[src/rtl/sound_lut_arbiter_if.sv]
// Request/response bundle between the sound channels plus table loader and
// the port-A arbiter of the sound lookup-table BRAM.
interface sound_lut_arbiter_if #(
    parameter int NCH = 4,
    parameter int AW  = 11,
    parameter int DW  = 32
);
    logic [NCH-1:0]    rd_req;
    logic [NCH*AW-1:0] rd_addr;
    logic [NCH-1:0]    rd_ack;
    logic [NCH-1:0]    rd_valid;
    logic [DW-1:0]     rd_data;
    logic              wr_req;
    logic [AW-1:0]     wr_addr;
    logic [DW-1:0]     wr_data;
    logic              wr_ack;

    modport master (
        output rd_req, rd_addr, wr_req, wr_addr, wr_data,
        input  rd_ack, rd_valid, rd_data, wr_ack
    );

    modport slave (
        input  rd_req, rd_addr, wr_req, wr_addr, wr_data,
        output rd_ack, rd_valid, rd_data, wr_ack
    );
endinterface

[src/rtl/sound_lut_arbiter.sv]
// Port-A arbiter for the 2048x32 sound LUT: bounded-priority loader writes,
// round-robin channel reads, registered BRAM controls, 2-cycle read valid.
module sound_lut_arbiter #(
    parameter int NCH          = 4,
    parameter int AW           = 11,
    parameter int DW           = 32,
    parameter int MAX_WR_BURST = 4
) (
    input  logic                clka,
    input  logic                rsta,
    sound_lut_arbiter_if.slave  bus,
    output logic                bram_we,
    output logic [AW-1:0]       bram_addr,
    output logic [DW-1:0]       bram_din,
    input  logic [DW-1:0]       bram_douta
);
    localparam int PW = (NCH > 1) ? $clog2(NCH) : 1;
    localparam int CW = $clog2(MAX_WR_BURST + 1);
    localparam logic [CW-1:0] BURST_MAX = CW'(MAX_WR_BURST);

    logic [PW-1:0]  rr_ptr_q, rr_ptr_d;
    logic [CW-1:0]  wr_burst_cnt_q, wr_burst_cnt_d;
    logic [NCH-1:0] vld_s1_q, rd_valid_q;
    logic           bram_we_q, bram_we_d;
    logic [AW-1:0]  bram_addr_q, bram_addr_d;
    logic [DW-1:0]  bram_din_q, bram_din_d;

    logic           wr_grant;
    logic           rd_any;
    logic [NCH-1:0] rd_grant;
    logic [PW-1:0]  rd_sel;
    logic [PW:0]    cand;
    logic [AW-1:0]  rd_sel_addr;
    logic           burst_block;

    // Once the loader has used its burst, a pending read gets one slot.
    assign burst_block = (wr_burst_cnt_q == BURST_MAX) && (|bus.rd_req);

    always_comb begin
        // NOTE: every combinational output is defaulted first so no path can infer a latch.
        wr_grant = 1'b0;
        rd_grant = '0;
        rd_any   = 1'b0;
        rd_sel   = '0;
        cand     = '0;
        if (!rsta) begin
            if (bus.wr_req && !burst_block) begin
                wr_grant = 1'b1;
            end else begin
                for (int k = 0; k < NCH; k++) begin
                    cand = {1'b0, rr_ptr_q} + (PW+1)'(k);
                    if (cand >= (PW+1)'(NCH)) cand = cand - (PW+1)'(NCH);
                    if (!rd_any && bus.rd_req[cand[PW-1:0]]) begin
                        rd_any = 1'b1;
                        rd_sel = cand[PW-1:0];
                    end
                end
                if (rd_any) rd_grant[rd_sel] = 1'b1;
            end
        end
    end

    assign rd_sel_addr = bus.rd_addr[rd_sel*AW +: AW];

    always_comb begin
        bram_we_d      = 1'b0;
        bram_addr_d    = bram_addr_q;
        bram_din_d     = bram_din_q;
        rr_ptr_d       = rr_ptr_q;
        wr_burst_cnt_d = '0;
        if (wr_grant) begin
            bram_we_d      = 1'b1;
            bram_addr_d    = bus.wr_addr;
            bram_din_d     = bus.wr_data;
            wr_burst_cnt_d = (wr_burst_cnt_q == BURST_MAX) ? wr_burst_cnt_q
                                                           : wr_burst_cnt_q + 1'b1;
        end else if (rd_any) begin
            bram_addr_d = rd_sel_addr;
            rr_ptr_d    = (rd_sel == PW'(NCH - 1)) ? '0 : rd_sel + 1'b1;
        end
    end

    always_ff @(posedge clka or posedge rsta) begin
        if (rsta) begin
            rr_ptr_q       <= '0;
            wr_burst_cnt_q <= '0;
            vld_s1_q       <= '0;
            rd_valid_q     <= '0;
            bram_we_q      <= 1'b0;
            bram_addr_q    <= '0;
            bram_din_q     <= '0;
        end else begin
            // NOTE: state uses non-blocking assignments so every flop samples pre-edge values.
            rr_ptr_q       <= rr_ptr_d;
            wr_burst_cnt_q <= wr_burst_cnt_d;
            vld_s1_q       <= rd_grant;
            rd_valid_q     <= vld_s1_q;
            bram_we_q      <= bram_we_d;
            bram_addr_q    <= bram_addr_d;
            bram_din_q     <= bram_din_d;
        end
    end

    assign bus.rd_ack   = rd_grant;
    assign bus.wr_ack   = wr_grant;
    assign bus.rd_valid = rd_valid_q;
    assign bus.rd_data  = bram_douta;
    assign bram_we      = bram_we_q;
    assign bram_addr    = bram_addr_q;
    assign bram_din     = bram_din_q;
endmodule

[src/flat_wrapper.sv]
// flat-port wrapper written by rule: the top's interface ports become plain ports
module sound_lut_arbiter_flat 
#(
    parameter int NCH          = 4,
    parameter int AW           = 11,
    parameter int DW           = 32,
    parameter int MAX_WR_BURST = 4
)
  (clka, rsta, bram_we, bram_addr, bram_din, bram_douta, bus_rd_req, bus_rd_addr, bus_wr_req, bus_wr_addr, bus_wr_data, bus_rd_ack, bus_rd_valid, bus_rd_data, bus_wr_ack);
  sound_lut_arbiter_if #(.NCH(NCH), .AW(AW), .DW(DW)) bus_i ();
  input  logic clka;
  input  logic rsta;
  output logic bram_we;
  output logic [AW-1:0] bram_addr;
  output logic [DW-1:0] bram_din;
  input  logic [DW-1:0] bram_douta;
  input wire logic [$bits(bus_i.rd_req)-1:0] bus_rd_req;
  input wire logic [$bits(bus_i.rd_addr)-1:0] bus_rd_addr;
  input wire logic [$bits(bus_i.wr_req)-1:0] bus_wr_req;
  input wire logic [$bits(bus_i.wr_addr)-1:0] bus_wr_addr;
  input wire logic [$bits(bus_i.wr_data)-1:0] bus_wr_data;
  output wire logic [$bits(bus_i.rd_ack)-1:0] bus_rd_ack;
  output wire logic [$bits(bus_i.rd_valid)-1:0] bus_rd_valid;
  output wire logic [$bits(bus_i.rd_data)-1:0] bus_rd_data;
  output wire logic [$bits(bus_i.wr_ack)-1:0] bus_wr_ack;
  assign bus_i.rd_req = bus_rd_req;
  assign bus_i.rd_addr = bus_rd_addr;
  assign bus_i.wr_req = bus_wr_req;
  assign bus_i.wr_addr = bus_wr_addr;
  assign bus_i.wr_data = bus_wr_data;
  assign bus_rd_ack = bus_i.rd_ack;
  assign bus_rd_valid = bus_i.rd_valid;
  assign bus_rd_data = bus_i.rd_data;
  assign bus_wr_ack = bus_i.wr_ack;
  sound_lut_arbiter #(.NCH(NCH), .AW(AW), .DW(DW), .MAX_WR_BURST(MAX_WR_BURST)) u_core (.clka(clka), .rsta(rsta), .bus(bus_i), .bram_we(bram_we), .bram_addr(bram_addr), .bram_din(bram_din), .bram_douta(bram_douta));
endmodule
[config.mk]
export PLATFORM = sky130hd
export DESIGN_NAME = sound_lut_arbiter_flat
export DESIGN_NICKNAME = d
export VERILOG_FILES = /design/src/rtl/sound_lut_arbiter_if.sv /design/src/rtl/sound_lut_arbiter.sv /design/src/flat_wrapper.sv
export SDC_FILE = /design/constraint.sdc
export NUM_CORES = 1
export LEC_CHECK = 0
export CAP_MARGIN = 20
export CORE_UTILIZATION = 38
export DETAILED_ROUTE_END_ITERATION = 8
export GPL_TIMING_DRIVEN = 0
export PLACE_DENSITY = 0.95
export SLEW_MARGIN = 20
export SYNTH_ARGS = -nofsm -noshare
export SYNTH_HDL_FRONTEND = slang
export SYNTH_SLANG_ARGS = --single-unit
export TNS_END_PERCENT = 50
[constraint.sdc]
create_clock -name clka -period 8.5 [get_ports clka]
set_clock_uncertainty 0.2 [all_clocks]
set_input_delay 1.275 -clock clka [delete_from_list [all_inputs] [get_ports clka]]
set_output_delay 1.275 -clock clka [all_outputs]
set_load 0.03 [all_outputs]
==> run metrics, run 1 <==
Die W 91.1 um; commonest cells after routing, fill and taps aside clkdlybuf4s50_1 (178), nand2_1 (112), dfrtp_1 (57); Worst-Skew Late Latency about 0.33 ns; H-tree Lvls 3; # rows 32; worst r2r path cells 10; GR Overflow Total 0; clk buf depth 2; nets 640; Post-Syn Nets ~450; actual slew at the worst max-slew pin 0.750 ns; commonest non-fill, non-tap cell in the layout clkdlybuf4s50_1; Req. time, crit path 7.03 ns; Design Power 0.000967 W; ys async rst share 1.00; CORE AREA 0.00769 mm^2; Max Slew Vio Count 0; synth warn 0; # IOs 211; antenna-violating nets left 0; Final setup viols 0; Slew headroom 0.500; Crit path largest cell delay 0.76 ns; Top Family by Delay on Critical Path buffers and inverters; CP Class in2out; TritonRoute pass-1 iters 4; hpwl dp ~7000 um; Die Y between 90 and 100 um; Max VDD drop 0.115 mV; number of synthesized flops with an enable pin 0; synthesized area per cell 9.35 um^2; CP max stage cell clkdlybuf4s50_1; cts repair resizes 0; routability congestion estimate 0.788; DR vias a little over 3000; CTS tree done; Synth-to-Final Area Change 69.8%; Final Hold Violating Endpoints 0; CTS Sinks 57; Post-Route WL about 9200 um; Via-to-Cell Ratio 4.98; top_reg_cell synth dfrtp_1; power density cells 189 mW/mm^2; CP bufs+invs 6; hold buffer count at cts 0; Die ar. between 0.008 and 0.009 mm^2; CP cell instances clkdlybuf4s50_1 > inv_4 > nand2b_1 > buf_6 > inv_1 > buf_1 > clkdlybuf4s50_1; synthesized area 0.00302 mm^2; crit-path most repeated cell clkdlybuf4s50_1; crit path DAT 4.14 ns; max-cap violations 0; f_max 178 MHz; total CTS buffers 9; RSZ-0062 raised after global routing no; #FFs+latches synth 57; stages on the worst setup path 7; initial DRC count 93; Setup TNS Final 0 ns; largest net degree at the start of global routing 63; Residual DRC 0; Post-CTS Setup Bufs 0; sequential-to-total area share from yosys stat 0.472; antenna violations before repair 0; leakage approximately 2.3 nW; Worst Setup End Kind primary output; Cells after Synth 323; vias in the first global route 3093; Buffers on Ports roughly 180; ant diodes 0; share of layout cells above drive strength 1 0.120; WL per Instance between 10 and 15 um; Hold Path Stages 0; count of different cell masters after synthesis 41; fin crit share 0.660; status finished, final reports clean; critical path peak fanout 62; Final min period about 5.6 ns; startpoint class of the critical path input port; worst hold path class reg2reg; gr usage total 0.228; Worst-path clk slew 0.06 ns; Initial Util 0.393; Root Driver clkbuf_8; first-pass GRT wire length ~15000 um
-- cells in the mapped netlist (2+ instances only) --
cell type | number | area share
and3_1 | 2 | 0.0041
buf_6 | 2 | 0.0075
xnor2_1 | 2 | 0.0058
clkbuf_1 | 6 | 0.0075
nor4b_1 | 11 | 0.032
ha_1 | 2 | 0.0083
o21ai_0 | 4 | 0.0066
nand2_1 | 112 | 0.14
inv_1 | 4 | 0.0050
nor2_1 | 10 | 0.012
o21a_1 | 3 | 0.0075
a21oi_1 | 3 | 0.0050
a311oi_1 | 11 | 0.032
and2b_1 | 2 | 0.0050
mux2i_1 | 11 | 0.036
buf_4 | 32 | 0.080
o22ai_1 | 11 | 0.023
buf_1 | 3 | 0.0037
dfrtp_1 | 57 | 0.47
clkbuf_8 | 4 | 0.018
a211oi_1 | 11 | 0.027
-- sequential cells by signal (all words and copies together) (netlist names) --
register	cells
u_core.bram_din	32
u_core.rr_ptr_q	2
u_core.bram_we	1
u_core.bus.rd_valid	4
u_core.wr_burst_cnt_q	3
u_core.vld_s1_q	4
u_core.bram_addr	11
-- final cells by class --
cell class / instances / area, um^2
fillers: 606 / 2560
flip-flops and latches: 57 / 1430
repair buffers: 178 / 1780
well taps: 102 / 128
clock buffers: 12 / 155
multi-input cells: 211 / 1180
clock inverters: 3 / 40.0
plain buffers: 51 / 399
inverters: 4 / 17.5
-- kinds of logic (layout without fill, tap and decap cells) --
family	count (synthesis)	count (layout)	synth area share
XOR/XNOR	2	2	0.00580
multiplexers	11	11	0.0365
flip-flops	57	57	0.472
buffers and inverters	55	248	0.137
AO/OA/AOI/OAI	49	49	0.119
adder cells (fa/ha/maj)	2	2	0.00829
AND/OR/NAND/NOR	147	147	0.221
-- metrics by stage --
step                cell area, um^2  hold slack (ns)  setup slack [ns]  cells   util
global placement               4930            0.133              1.69    603  0.641
floorplan                      3020            0.131              3.24    323      -
CTS                            5130            0.150              2.84    618  0.667
detailed placement             4930            0.135              2.85    603  0.641
finish                         5130            0.149              2.89    618  0.667
global route                   5130            0.156              2.59    618  0.667
-- path summary, 6_finish.rpt --
kind	startpoint	to	slack [ns]
max	rsta	bus_wr_ack	2.89
min	u_core.vld_s1_q[2]	u_core.bus.rd_valid[2]	0.15
max reg2reg	u_core.wr_burst_cnt_q[0]	u_core.bram_din[1]	6.05
min reg2reg	u_core.vld_s1_q[2]	u_core.bus.rd_valid[2]	0.15
max in group asynchronous	rsta	u_core.bram_din[15]	6.26
min in group asynchronous	rsta	u_core.bus.rd_valid[1]	1.32
-- power breakdown --
part	switching (W)	internal, W	leakage [nW]
clock network	0.000100	0.000149	0.102
registers	0.0000248	0.000312	0.713
logic	0.000204	0.000177	1.52
-- routing by layer --
| layer | vias up | wire (um) | GRT usage |
|---|---|---|---|
| li1 | 1450 | - | - |
| met1 | 1453 | 3620 | 0.256 |
| met2 | 159 | 4750 | 0.410 |
| met3 | 14 | 655 | 0.0603 |
| met4 | 0 | 159 | 0.0873 |
| met5 | - | 0 | 0 |
No activity file was read; power rests on OpenSTA's default activity.
==> run 2, diff against run 1 <==
--- a/config.mk
+++ b/config.mk
@@ -6,10 +6,10 @@
 export NUM_CORES = 1
 export LEC_CHECK = 0
 export CAP_MARGIN = 20
-export CORE_UTILIZATION = 38
+export CORE_UTILIZATION = 35
 export DETAILED_ROUTE_END_ITERATION = 8
 export GPL_TIMING_DRIVEN = 0
-export PLACE_DENSITY = 0.95
+export PLACE_DENSITY = 0.89
 export SLEW_MARGIN = 20
 export SYNTH_ARGS = -nofsm -noshare
 export SYNTH_HDL_FRONTEND = slang
==> constraint.sdc (replaced) <==
create_clock -name clka -period 5.2 [get_ports clka]
set_clock_uncertainty 0.2 [all_clocks]
set_input_delay 0.78 -clock clka [delete_from_list [all_inputs] [get_ports clka]]
set_output_delay 0.78 -clock clka [all_outputs]
set_load 0.03 [all_outputs]
==> run 2 against run 1 <==
Against the previous run: global-route usage fell by 2.5 points; via count fell by 0.94%; critical path type unchanged; clock power rose by 71%; non-clock buffer count did not move; final cell count rose by 0.65%; critical path depth rose by 1; core utilization fell by 4.7 points; cell area rose by 0.32%; sequential share of layout area fell by 0.088 points; highest routed layer unchanged.
==> run metrics, run 2 (same netlist as run 1, synthesis figures left out) <==
Via-to-Cell Ratio between 4 and 5; Max Slew Vio Count 0; CORE AREA ~0.0083 mm^2; DP Worst Slack a little over 0.6 ns; nets 640; max-cap violations 0; leakage 2.34 nW; Die Y 94.9 um; max FFs per register 32; final instance area between 0.005 and 0.006 mm^2; Worst-Skew Late Latency 0.32 ns; power density cells 311 mW/mm^2; RSZ-0062 raised after global routing no; fin crit share 0.869; antenna violations before repair 0; routability congestion estimate 0.851; Worst Setup End Kind primary output; Final Hold Violating Endpoints 0; Initial Util 0.364; critical path peak fanout between 60 and 70; Slew headroom 0.503; clk buf depth 2; final core utilization 0.620; DR vias 3047; Max VDD drop 0.141 mV; # rows 33; worst hold path class reg2reg; startpoint class of the critical path input port; Req. time, crit path 4.22 ns; actual slew at the worst max-slew pin 0.745 ns; cts repair resizes 0; final worst setup slack 0.679 ns; GR Overflow Total 0; antenna-violating nets left 0; Post-CTS Setup Bufs 0; TritonRoute pass-1 iters 4; largest net degree at the start of global routing 63; Buffers on Ports roughly 180; gr usage total 0.202; # fillers 692; crit path DAT about 3.5 ns; WL per Instance 14.5 um; CP Class in2out; Die ar. 0.00900 mm^2; # IOs ~210; post-placement cell area 0.00493 mm^2; share of layout cells above drive strength 1 0.120; total CTS buffers 9; ant diodes 0; Die W 94.9 um; Worst-path clk slew 0.06 ns; FF/Latch Area 0.00143 mm^2; hold buffer count at cts 0; hpwl dp 7150 um; Root Driver clkbuf_8; commonest cells after routing, fill and taps aside clkdlybuf4s50_1 (178), nand2_1 (112), dfrtp_1 (57); Synth-to-Final Area Change 70.3%; Final min period ~4.5 ns; CTS tree done; hold_ws 0.149 ns; f_max between 200 and 250 MHz; Final setup viols 0; commonest non-fill, non-tap cell in the layout clkdlybuf4s50_1; CTS Sinks 57; Post-Route WL 9040 um; initial DRC count 76; Multi-input gate area 0.00118 mm^2; vias in the first global route roughly 3000; first-pass GRT wire length between 10000 and 15000 um; Residual DRC 0; Finished Layout Cells between 600 and 700; H-tree Lvls 3; dpl cells ~610; status finished, final reports clean
## run 2: changes by cell type in the layout (fill, tap and decap cells not counted), sizes merged
cell | before | now
clkinv | 2 | 1
clkbuf | 22 | 24
## run 2: report_power, final
part	switching, W	internal [W]
registers	0.0000419	0.000510
logic	0.000332	0.000290
clock network	0.000165	0.000260
## run 2: worst paths after layout
check,start,endpoint,slack [ns],cells after the start
min in group asynchronous,rsta,u_core.rr_ptr_q[1],0.82,2
max in group asynchronous,rsta,u_core.bram_addr[7],3.47,2
worst max register to register,u_core.wr_burst_cnt_q[0],u_core.bram_din[24],2.81,10
worst min-delay path,u_core.vld_s1_q[1],u_core.bus.rd_valid[1],0.15,0
worst min register to register,u_core.vld_s1_q[1],u_core.bus.rd_valid[1],0.15,0
worst max-delay path,rsta,bus_rd_ack[1],0.68,8
## run 2: layer usage
layer  GRT usage  part of all wire  wire length, um  vias up
li1            -                 -                -     1454
met4      0.0720             0.012              111        0
met5           0                 0                0        -
met1       0.226              0.38             3440     1425
met3      0.0451             0.086              774        9
met2       0.374              0.52             4710      159
## run 2: cell type report
type	count	area share
buffer	51	0.0776
clock buffer	14	0.0336
tap	105	0.0255
clock inverter	2	0.00681
inverter	4	0.00341
sequential	57	0.277
multi-input combinational	211	0.229
timing repair buffer	178	0.346
## run 2: per-stage QoR
step                      TNS (ns)  power [W]
after floorplan                  0   0.000906
after global placement       -2.01    0.00116
after detailed placement         0    0.00118
after CTS                        0    0.00161
after global routing             0    0.00168
final                            0    0.00160
## run 2: worst max-delay path, stage by stage
cell and delay [ns]:
clkdlybuf4s50_1 0.49, inv_4 0.57, and3_1 0.28, buf_6 0.12, nand4_4 0.19, clkbuf_8 0.26
nor2_1 0.14, clkdlybuf4s50_1 0.69
==> run 3, diff against run 2 <==
--- a/config.mk
+++ b/config.mk
@@ -5,12 +5,12 @@
 export SDC_FILE = /design/constraint.sdc
 export NUM_CORES = 1
 export LEC_CHECK = 0
+export ABC_AREA = 1
 export CAP_MARGIN = 20
-export CORE_UTILIZATION = 35
+export CORE_UTILIZATION = 37
 export DETAILED_ROUTE_END_ITERATION = 8
 export GPL_TIMING_DRIVEN = 0
-export PLACE_DENSITY = 0.89
-export SLEW_MARGIN = 20
+export PLACE_DENSITY = 0.91
 export SYNTH_ARGS = -nofsm -noshare
 export SYNTH_HDL_FRONTEND = slang
 export SYNTH_SLANG_ARGS = --single-unit
==> run 3 against run 2 <==
Against the previous run: sequential cell count is the same; final cell count is 21% higher; non-clock buffer count is 5 higher.
==> run metrics, run 3 <==
commonest cells after routing, fill and taps aside nand2_1 (236), clkdlybuf4s50_1 (178), dfrtp_1 (57); hold_ws 0.153 ns; CP cell instances clkdlybuf4s50_1 > inv_2 > buf_12 > nand2_1 > inv_1 > buf_2 > buf_2 > clkdlybuf4s50_1; share of layout cells above drive strength 1 0.120; max-cap violations 0; Cells after Synth about 460; Final setup viols 0; synth warn 0; Yosys top cell by area dfrtp_1; Post-Route WL just over 10000 um; commonest non-fill, non-tap cell in the layout nand2_1; post-placement cell area 0.00519 mm^2; ys async rst share 1.00; Die Y 95.8 um; synthesized area per cell 7.16 um^2; CP Class in2out; # IOs roughly 210; # rows 33; Max VDD drop 0.166 mV; f_max about 220 MHz; crit path launch rsta; nets a little under 800; count leader, synth nand2_1; crit path DAT approximately 3.6 ns; gr usage total 0.224; CP bufs+invs 7; GR Overflow Total 0; initial DRC count 133; status finished, final reports clean; worst hold path class reg2reg; met2 usage 0.406; Final min period 4.56 ns; Die ar. 0.00919 mm^2; cts repair resizes 0; post-synth top area share 0.438; FF/Latch Area between 0.001 and 0.0015 mm^2; vias in the first global route 3420; critical path peak fanout 38; Top Family by Delay on Critical Path buffers and inverters; Post-synth top cells nand2_1 (236), dfrtp_1 (57), buf_4 (36), inv_1 (26), nand4_1 (24); fin crit share 0.877; busiest layer in global routing met2; RSZ-0062 raised after global routing no; antenna-violating nets left 0; number of synthesized flops with an enable pin 0; DP Worst Slack about 0.55 ns; final instance area 0.00541 mm^2; routability congestion estimate 0.789; total CTS buffers 9; H-tree Lvls 3; CTS Sinks 57; min-delay src u_core.vld_s1_q[2]; antenna violations before repair 0; Reg2Reg Launch Point u_core.wr_burst_cnt_q[0]; Worst Setup End Kind primary output; largest net degree at the start of global routing 39; Initial Util 0.389; count of different cell masters after synthesis 22; Slew headroom 0.607; power density cells 385 mW/mm^2; met3 usage 0.0474; Synth-to-Final Area Change 66.0%; sequential-to-total area share from yosys stat 0.438; Setup TNS Final 0 ns; Root Driver clkbuf_8; Worst-Skew Late Latency 0.32 ns; Buffers on Ports 178; WL per Instance 13.6 um; Multi-input gate area between 0.001 and 0.0015 mm^2; DR vias 3637; leakage 2.78 nW; ant diodes 0; M1 GR Usage 0.256; CTS tree done; Crit path largest cell delay 0.71 ns; actual slew at the worst max-slew pin roughly 0.59 ns; Worst-path clk slew 0.06 ns; top_reg_cell synth dfrtp_1; Max Slew Vio Count 0; TritonRoute pass-1 iters 5; max FFs per register 32; # fillers 698; Post-CTS Setup Bufs 0; Design Power about 0.0021 W; startpoint class of the critical path input port; Die W between 90 and 100 um; hold buffer count at cts 0; Via-to-Cell Ratio 4.82; hpwl dp 8110 um; Final Hold Violating Endpoints 0; CP max stage cell clkdlybuf4s50_1; clk buf depth 2; CORE AREA 0.00838 mm^2; Residual DRC 0; Req. time, crit path 4.22 ns; first-pass GRT wire length about 16000 um; synthesized area ~0.0033 mm^2; final worst setup slack 0.642 ns; largest cells by area after synthesis dfrtp_1 (44%), nand2_1 (27%), buf_4 (8.3%); #FFs+latches synth 57; Post-Syn Nets 583
-- run 3: path summary, 6_finish.rpt --
path	slack [ns]	cells past startpoint	endpoint
setup / recovery	0.64	8	bus_wr_ack
hold / removal	0.15	0	u_core.bus.rd_valid[2]
setup reg to reg	2.66	12	u_core.bram_addr[3]
hold reg to reg	0.15	0	u_core.bus.rd_valid[2]
max in group asynchronous	3.59	3	u_core.bram_din[30]
min in group asynchronous	0.65	2	u_core.rr_ptr_q[1]
-- run 3: where the power goes --
group / internal, W / switching (W) / total, W / leakage (nW)
Combinational: 0.000408 / 0.000638 / 0.00105 / 1.96
Clock: 0.000279 / 0.000177 / 0.000456 / 0.104
Sequential: 0.000531 / 0.0000515 / 0.000582 / 0.718
Total: 0.00122 / 0.000866 / 0.00208 / 2.78
-- run 3: area by class of cell --
class	count	share of cell area
buffer	55	0.0687
tap	105	0.0243
multi-input combinational	313	0.249
inverter	30	0.0208
timing repair buffer	179	0.333
sequential	57	0.264
clock inverter	5	0.0148
clock buffer	10	0.0254
-- run 3: logic make-up (layout without fill, tap and decap cells) --
kind of cell / after synthesis / count (layout) / share of synthesized area
AOI/OAI and AO/OA: 18 / 18 / 0.0284
adders and majority gates: 2 / 2 / 0.00768
buffers and inverters: 85 / 279 / 0.149
xor gates and xnor gates: 1 / 1 / 0.00269
DFF: 57 / 57 / 0.438
and+or+nand+nor: 292 / 292 / 0.375
-- run 3: through the flow --
| step | util | cells |
|---|---|---|
| floorplan | - | 455 |
| global placement | 0.617 | 738 |
| detailed placement | 0.619 | 739 |
| CTS | 0.645 | 754 |
| global route | 0.645 | 754 |
| finish | 0.645 | 754 |
-- run 3: routing by layer --
| layer | up-vias | part of all wire |
|---|---|---|
| met5 | - | 0 |
| met4 | 0 | 0.023 |
| met3 | 20 | 0.078 |
| met2 | 193 | 0.51 |
| met1 | 1658 | 0.39 |
| li1 | 1766 | - |
-- run 3: worst reg2reg max path: stages, from the launching register on --
cell      delay, ns
dfrtp_1        0.37
inv_1          0.07
ha_1           0.19
nand2_1        0.13
inv_1          0.11
o21ai_1        0.12
nor2_1         0.08
buf_4          0.18
buf_4          0.18
nor2_1         0.13
clkbuf_1       0.48
nand2_1        0.13
nand2_1        0.10
